$ cat src/rtl/imm_extract_stage.sv
// Registers the five extended immediates of a 16-bit instruction behind a 2-entry skid buffer.
// 1-cycle latency, 1/cycle sustained; in_ready is registered (~skid full), so out_ready never reaches in_ready combinationally.
module imm_extract_stage #(
  parameter int DATA_W = 16,
  parameter int OP_W   = 3
) (
  input  logic              clk,
  input  logic              rst,
  input  logic              flush,
  input  logic              in_valid,
  output logic              in_ready,
  input  logic [DATA_W-1:0] inst,
  input  logic [OP_W-1:0]   in_op,
  output logic              out_valid,
  input  logic              out_ready,
  output logic [DATA_W-1:0] im_s_e3_0,
  output logic [DATA_W-1:0] im_s_e4_0,
  output logic [DATA_W-1:0] im_s_e7_0,
  output logic [DATA_W-1:0] im_s_e10_0,
  output logic [DATA_W-1:0] im_z_e7_0,
  output logic [OP_W-1:0]   im_op
);

  localparam logic [OP_W-1:0] IM_OP_NOP = '0;

  typedef struct packed {
    logic [DATA_W-1:0] s3;
    logic [DATA_W-1:0] s4;
    logic [DATA_W-1:0] s7;
    logic [DATA_W-1:0] s10;
    logic [DATA_W-1:0] z7;
  } imm_t;

  function automatic imm_t f_ext(input logic [10:0] w);
    imm_t r;
    r.s3  = {{(DATA_W-4){w[3]}},   w[3:0]};
    r.s4  = {{(DATA_W-5){w[4]}},   w[4:0]};
    r.s7  = {{(DATA_W-8){w[7]}},   w[7:0]};
    r.s10 = {{(DATA_W-11){w[10]}}, w[10:0]};
    r.z7  = {{(DATA_W-8){1'b0}},   w[7:0]};
    return r;
  endfunction

  // Only the low 11 bits feed any extension; the skid keeps just those.
  logic w_unused;
  assign w_unused = ^inst[DATA_W-1:11];

  logic            r_main_v, r_skid_v;
  imm_t            r_imm;
  logic [OP_W-1:0] r_op;
  logic [10:0]     r_skid_inst;
  logic [OP_W-1:0] r_skid_op;

  logic w_acc, w_cons;
  logic w_main_v_nxt, w_skid_v_nxt;
  logic w_ld_in, w_ld_skid, w_cap_skid, w_op_nop;

  assign in_ready = ~r_skid_v;
  assign w_acc    = in_valid & ~r_skid_v;
  assign w_cons   = r_main_v & out_ready;

  always_comb begin
    w_main_v_nxt = r_main_v;
    w_skid_v_nxt = r_skid_v;
    w_ld_in      = 1'b0;
    w_ld_skid    = 1'b0;
    w_cap_skid   = 1'b0;
    w_op_nop     = 1'b0;
    if (flush) begin
      w_main_v_nxt = 1'b0;
      w_skid_v_nxt = 1'b0;
      w_op_nop     = 1'b0 | 1'b1;
    end else if (r_skid_v) begin
      // A lone skid entry (main empty) is promoted as if it had just been consumed past.
      if (w_cons || !r_main_v) begin
        w_ld_skid    = 1'b1;
        w_main_v_nxt = 1'b1;
        w_skid_v_nxt = 1'b0;
      end
    end else if (r_main_v) begin
      case ({w_acc, w_cons})
        2'b11: w_ld_in = 1'b1;
        2'b10: begin
          w_cap_skid   = 1'b1;
          w_skid_v_nxt = 1'b1;
        end
        2'b01: begin
          w_main_v_nxt = 1'b0;
          w_op_nop     = 1'b1;
        end
        default: ;
      endcase
    end else if (w_acc) begin
      w_ld_in      = 1'b1;
      w_main_v_nxt = 1'b1;
    end
  end

  always_ff @(posedge clk or negedge rst) begin
    if (!rst) begin
      r_main_v    <= 1'b0;
      r_skid_v    <= 1'b0;
      r_imm       <= '0;
      r_op        <= IM_OP_NOP;
      r_skid_inst <= '0;
      r_skid_op   <= IM_OP_NOP;
    end else begin
      r_main_v <= w_main_v_nxt;
      r_skid_v <= w_skid_v_nxt;
      if (w_ld_in) begin
        r_imm <= f_ext(inst[10:0]);
        r_op  <= in_op;
      end else if (w_ld_skid) begin
        r_imm <= f_ext(r_skid_inst);
        r_op  <= r_skid_op;
      end else if (w_op_nop) begin
        r_op <= IM_OP_NOP;
      end
      if (w_cap_skid) begin
        r_skid_inst <= inst[10:0];
        r_skid_op   <= in_op;
      end
    end
  end

  assign out_valid  = r_main_v;
  assign im_s_e3_0  = r_imm.s3;
  assign im_s_e4_0  = r_imm.s4;
  assign im_s_e7_0  = r_imm.s7;
  assign im_s_e10_0 = r_imm.s10;
  assign im_z_e7_0  = r_imm.z7;
  assign im_op      = r_op;

endmodule

$ cat config.mk
export PLATFORM = sky130hd
export DESIGN_NAME = imm_extract_stage
export DESIGN_NICKNAME = d
export VERILOG_FILES = /design/src/rtl/imm_extract_stage.sv
export SDC_FILE = /design/constraint.sdc
export NUM_CORES = 1
export LEC_CHECK = 0
export ABC_AREA = 1
export BUFFER_PORTS_ARGS = -buffer_cell sky130_fd_sc_hd__buf_2
export CAP_MARGIN = 20
export CELL_PAD_IN_SITES_DETAIL_PLACEMENT = 1
export CELL_PAD_IN_SITES_GLOBAL_PLACEMENT = 1
export CORE_AREA = 2 2 83 85
export DETAILED_ROUTE_END_ITERATION = 8
export DIE_AREA = 0 0 85 87
export PLACE_DENSITY = 0.86
export SYNTH_ARGS = -nofsm -noshare
export SYNTH_HDL_FRONTEND = slang
export SYNTH_SLANG_ARGS = --single-unit
$ cat constraint.sdc
create_clock -name clk -period 1.3 [get_ports clk]
set_input_delay 0.39 -clock clk [delete_from_list [all_inputs] [get_ports clk]]
set_output_delay 0.39 -clock clk [all_outputs]
set_load 0.03 [all_outputs]
# Yosys cells after proc, flatten, opt, wreduce, memory -nomap -nowiden
# Index checks and enable logic that the tools add are counted.
# op_classes
eq_ne	4
mux	29
bitwise	3
n_reduce_logical	4
# op_table
op	count
80-bit two-way mux	2
1-bit two-way mux	24
3-bit two-way mux	3
2-bit equality test, second input constant	2
3-bit by 2-bit inequality test with 1-bit output, second input constant	1
3-bit nonzero test	1
1-bit AND	2
2-bit by 1-bit equality test with 1-bit output, second input constant	1
2-bit nonzero test	1
1-bit logical NOT	1
1-bit logical OR	1
1-bit inverter	1
# word_totals
regBits	99
input_bits	24
output_inout_bits	85
word_cells	50

# Depth between registers and ports, before layout
# logic_depth
word_depth	10
mapped_depth	7

# Worst setup path before layout
# Ideal clock, no wire load.
# synth_timing
path_kind	register to output
from	register, netlist name im_s_e3_0[14]
to	output im_s_e3_0[10]
t_arrival_ns	0.994
t_required_ns	0.910
slack_ns	-0.084
path_stages_with_launch	2
path_cell_list	dfrtp_1 -> buf_4
# synth_lines
item	line	source
to (decl)	16	output logic [DATA_W-1:0] im_s_e3_0,

==> summary.md <==
| Metric | Value |
|---|---|
| Overflow after GRT | 0 |
| Min-delay worst type | in -> async |
| Worst Path Required | 910 ps |
| # diodes | 0 |
| RePlAce Congestion | 0.8155 |
| Cell variety after synth | 16 |
| WHS | 107.4 ps |
| Total number of vias | 1622 |
| Final Hold Viols | 0 |
| # DRC | 0 |
| Commonest cells after routing, fill and taps aside | buf_6, nand2_1, nand3_1 |
| Die Ht | 87 um |
| Initial DRT Pass Iterations | 4 |
| Skew final | 6.242 ps |
| H-tree lvl count | 2 |
| Synth warn | 0 |
| Area leader, netlist | dfrtp_1 |
| Worst r2r dst | r_skid_inst[2] |
| Synth area leaders | dfrtp_1, buf_4, nand2_1 |
| Syn Std Cell Area | 1888 sq um |
| Mapped Cells | 226 |
| Failing checks | negative setup slack |
| Multi-input gate area | 566.8 sq um |
| Critical path launch point type | register |
| Cells after DPL | 341 |
| Total negative setup slack | -3090 ps |
| Vias per cell | 4.506 |
| P_leak | 0.001343 uW |
| Final WS setup | -88.03 ps |
| Sequential element share of the synthesized area | 39.76% |
| Final cell count without fillers | 360 |
| Layout net count | 303 |
| Floorplan core area | 6569 sq um |
| Share of layout cells above drive strength 1 | 50.00% |
| Commonest non-fill, non-tap cell in the layout | buf_6 |
| Max-cap violation count | 0 |
| CTS sink count | 30 |
| Final Cycle Share | 106.8% |
| Crit Reg-Reg Startpoint | r_skid_v |
| DRT iter0 DRCs | 67 |
| Status | finished with violations |
| Initial antenna violation count | 0 |
| Fmax | 720.4 MHz |
| Worst IR Drop VDD | 0.0005901 V |
| R2R cell count | 5 |
| Total power | 4052 uW |
| CTS tree | built |
| Num ports | 109 |
| Vias in the first global route | 1599 |
| Bufs on Longest Clock Path | 2 |
| FILL cells | 772 |
| Final setup fails | 50 |
| Worst-Skew Late Latency | 290 ps |
| RSZ-0062 raised after global routing | yes |
| Rows | 30 |
| FF-to-FF setup slack | 30 ps |
| Routed Wire Length | 5.220 mm |
| CP endpoint kind | output port |
| Overall fraction of global-route tracks in use | 13.95% |
| Reg clk slew, reported paths | 60 ps |
| CTS buffer count | 5 |
| Power per Cell Area | 1539 nW/um^2 |
| Final HPWL DP | 3.498 mm |
| First-pass GRT wire length | 7.976 mm |
| Min cycle time layout | 1388 ps |
| WP data arrival | 1000 ps |
| Post-Syn Area per Cell | 8.354 sq um |
| Max Slew Vio Count | 0 |
| WL/cell | 14.50 um |
| Die area | 7395 sq um |
| Post-synth top area share | 39.76% |
| Pin count of the biggest net entering global routing | 31 |
| Input/output buffers | 95 |
| Number of synthesized register bits | 30 |
| Area grow syn2layout | 39.43% |
| CTS root buf | clkbuf_8 |
| Remaining antenna violation count | 0 |
| Initial Util | 28.74% |
| Crit path max fanout | 8 |
| Register area | 763.2 sq um |
| DIE WIDTH | 85 um |
| Critical path class | reg -> out |
==> area by class of cell <==
cell class	instances	share of cell area (%)
clock buffers	8	3.042
inverters	5	0.7129
multi-input cells	119	21.53
flip-flops and latches	30	28.99
well taps	80	3.802
repair buffers	118	41.92
==> critical path: stages (launching register included) <==
cell and delay [ps]:
dfrtp_2 420, buf_6 150, buf_6 140
==> metrics by stage <==
| stage | setup WS (ps) | instance area, sq um | util [%] |
|---|---|---|---|
| 5_1_grt | -121.2 | 2633 | 40.08 |
| 2_1_floorplan | 19.73 | 1917 | - |
| 4_1_cts | -87.46 | 2546 | 38.76 |
| 3_3_place_gp | 31.52 | 2042 | 31.09 |
| 3_5_place_dp | -32.56 | 2042 | 31.09 |
| 6_report | -88.03 | 2633 | 40.08 |
==> sequential cells by signal, indices dropped and copies added, names as in the netlist <==
| name | flops |
|---|---|
| im_s_e4_0 | 1 |
| r_skid_inst | 11 |
| im_s_e10_0 | 3 |
| im_op | 3 |
| im_s_e3_0 | 4 |
| out_valid | 1 |
| im_s_e7_0 | 3 |
| r_skid_op | 3 |
| r_skid_v | 1 |
==> how the worst max path moves through the flow <==
| stage | from | to | slack (ps) | depth (start not counted) |
|---|---|---|---|---|
| floorplan | out_valid | im_s_e3_0[14] | 20 | 5 |
| global placement | in_valid | r_skid_inst[4] | 30 | 7 |
| detailed placement | in_valid | r_skid_op[2] | -30 | 7 |
| CTS | im_s_e4_0[14] | im_s_e4_0[8] | -90 | 2 |
| global route | im_s_e4_0[14] | im_s_e4_0[9] | -120 | 2 |
| finish | im_s_e4_0[14] | im_s_e4_0[9] | -90 | 2 |
==> cell usage after synthesis <==
| library cell | instances |
|---|---|
| buf_2 | 6 |
| nor2_1 | 4 |
| inv_1 | 3 |
| nand3_4 | 1 |
| o21ai_0 | 15 |
| inv_2 | 2 |
| nand2_1 | 46 |
| nor2_4 | 2 |
| dfrtp_1 | 30 |
| buf_6 | 1 |
| nand3_1 | 28 |
| buf_4 | 71 |
| nand4_1 | 14 |
| nor2_2 | 1 |
| clkbuf_1 | 1 |
| conb_1 | 1 |
==> power by group <==
group | internal (uW) | switching, uW
Combinational | 827 | 1240
Clock | 379 | 340
Sequential | 1110 | 153
Total | 2320 | 1740
==> layer usage <==
layer / share of wire (%) / vias to the layer above / global-route usage, % / wire (um)
li1: - / 770 / - / -
met1: 38 / 788 / 15.67 / 1990
met2: 54 / 53 / 24.15 / 2814
met3: 5.2 / 11 / 2.844 / 269
met4: 2.8 / 0 / 8.802 / 145
met5: 0 / - / 0 / 0
==> timing repair <==
action / in CTS / in global routing
endpoints found under the setup margin: 66 / 83
setup buffers: 10 / 1
hold buffers: 0 / 0
resized for setup: 121 / 26
pin swaps: 0 / 1
==> kinds of logic after synthesis <==
group | count (synthesis) | share of synthesized area [%]
other | 1 | 0.1986
and+or+nand+nor | 96 | 24.45
AOI/OAI and AO/OA | 15 | 3.976
DFF | 30 | 39.76
buffers and inverters | 84 | 31.61
No activity file was read; power rests on OpenSTA's default activity.
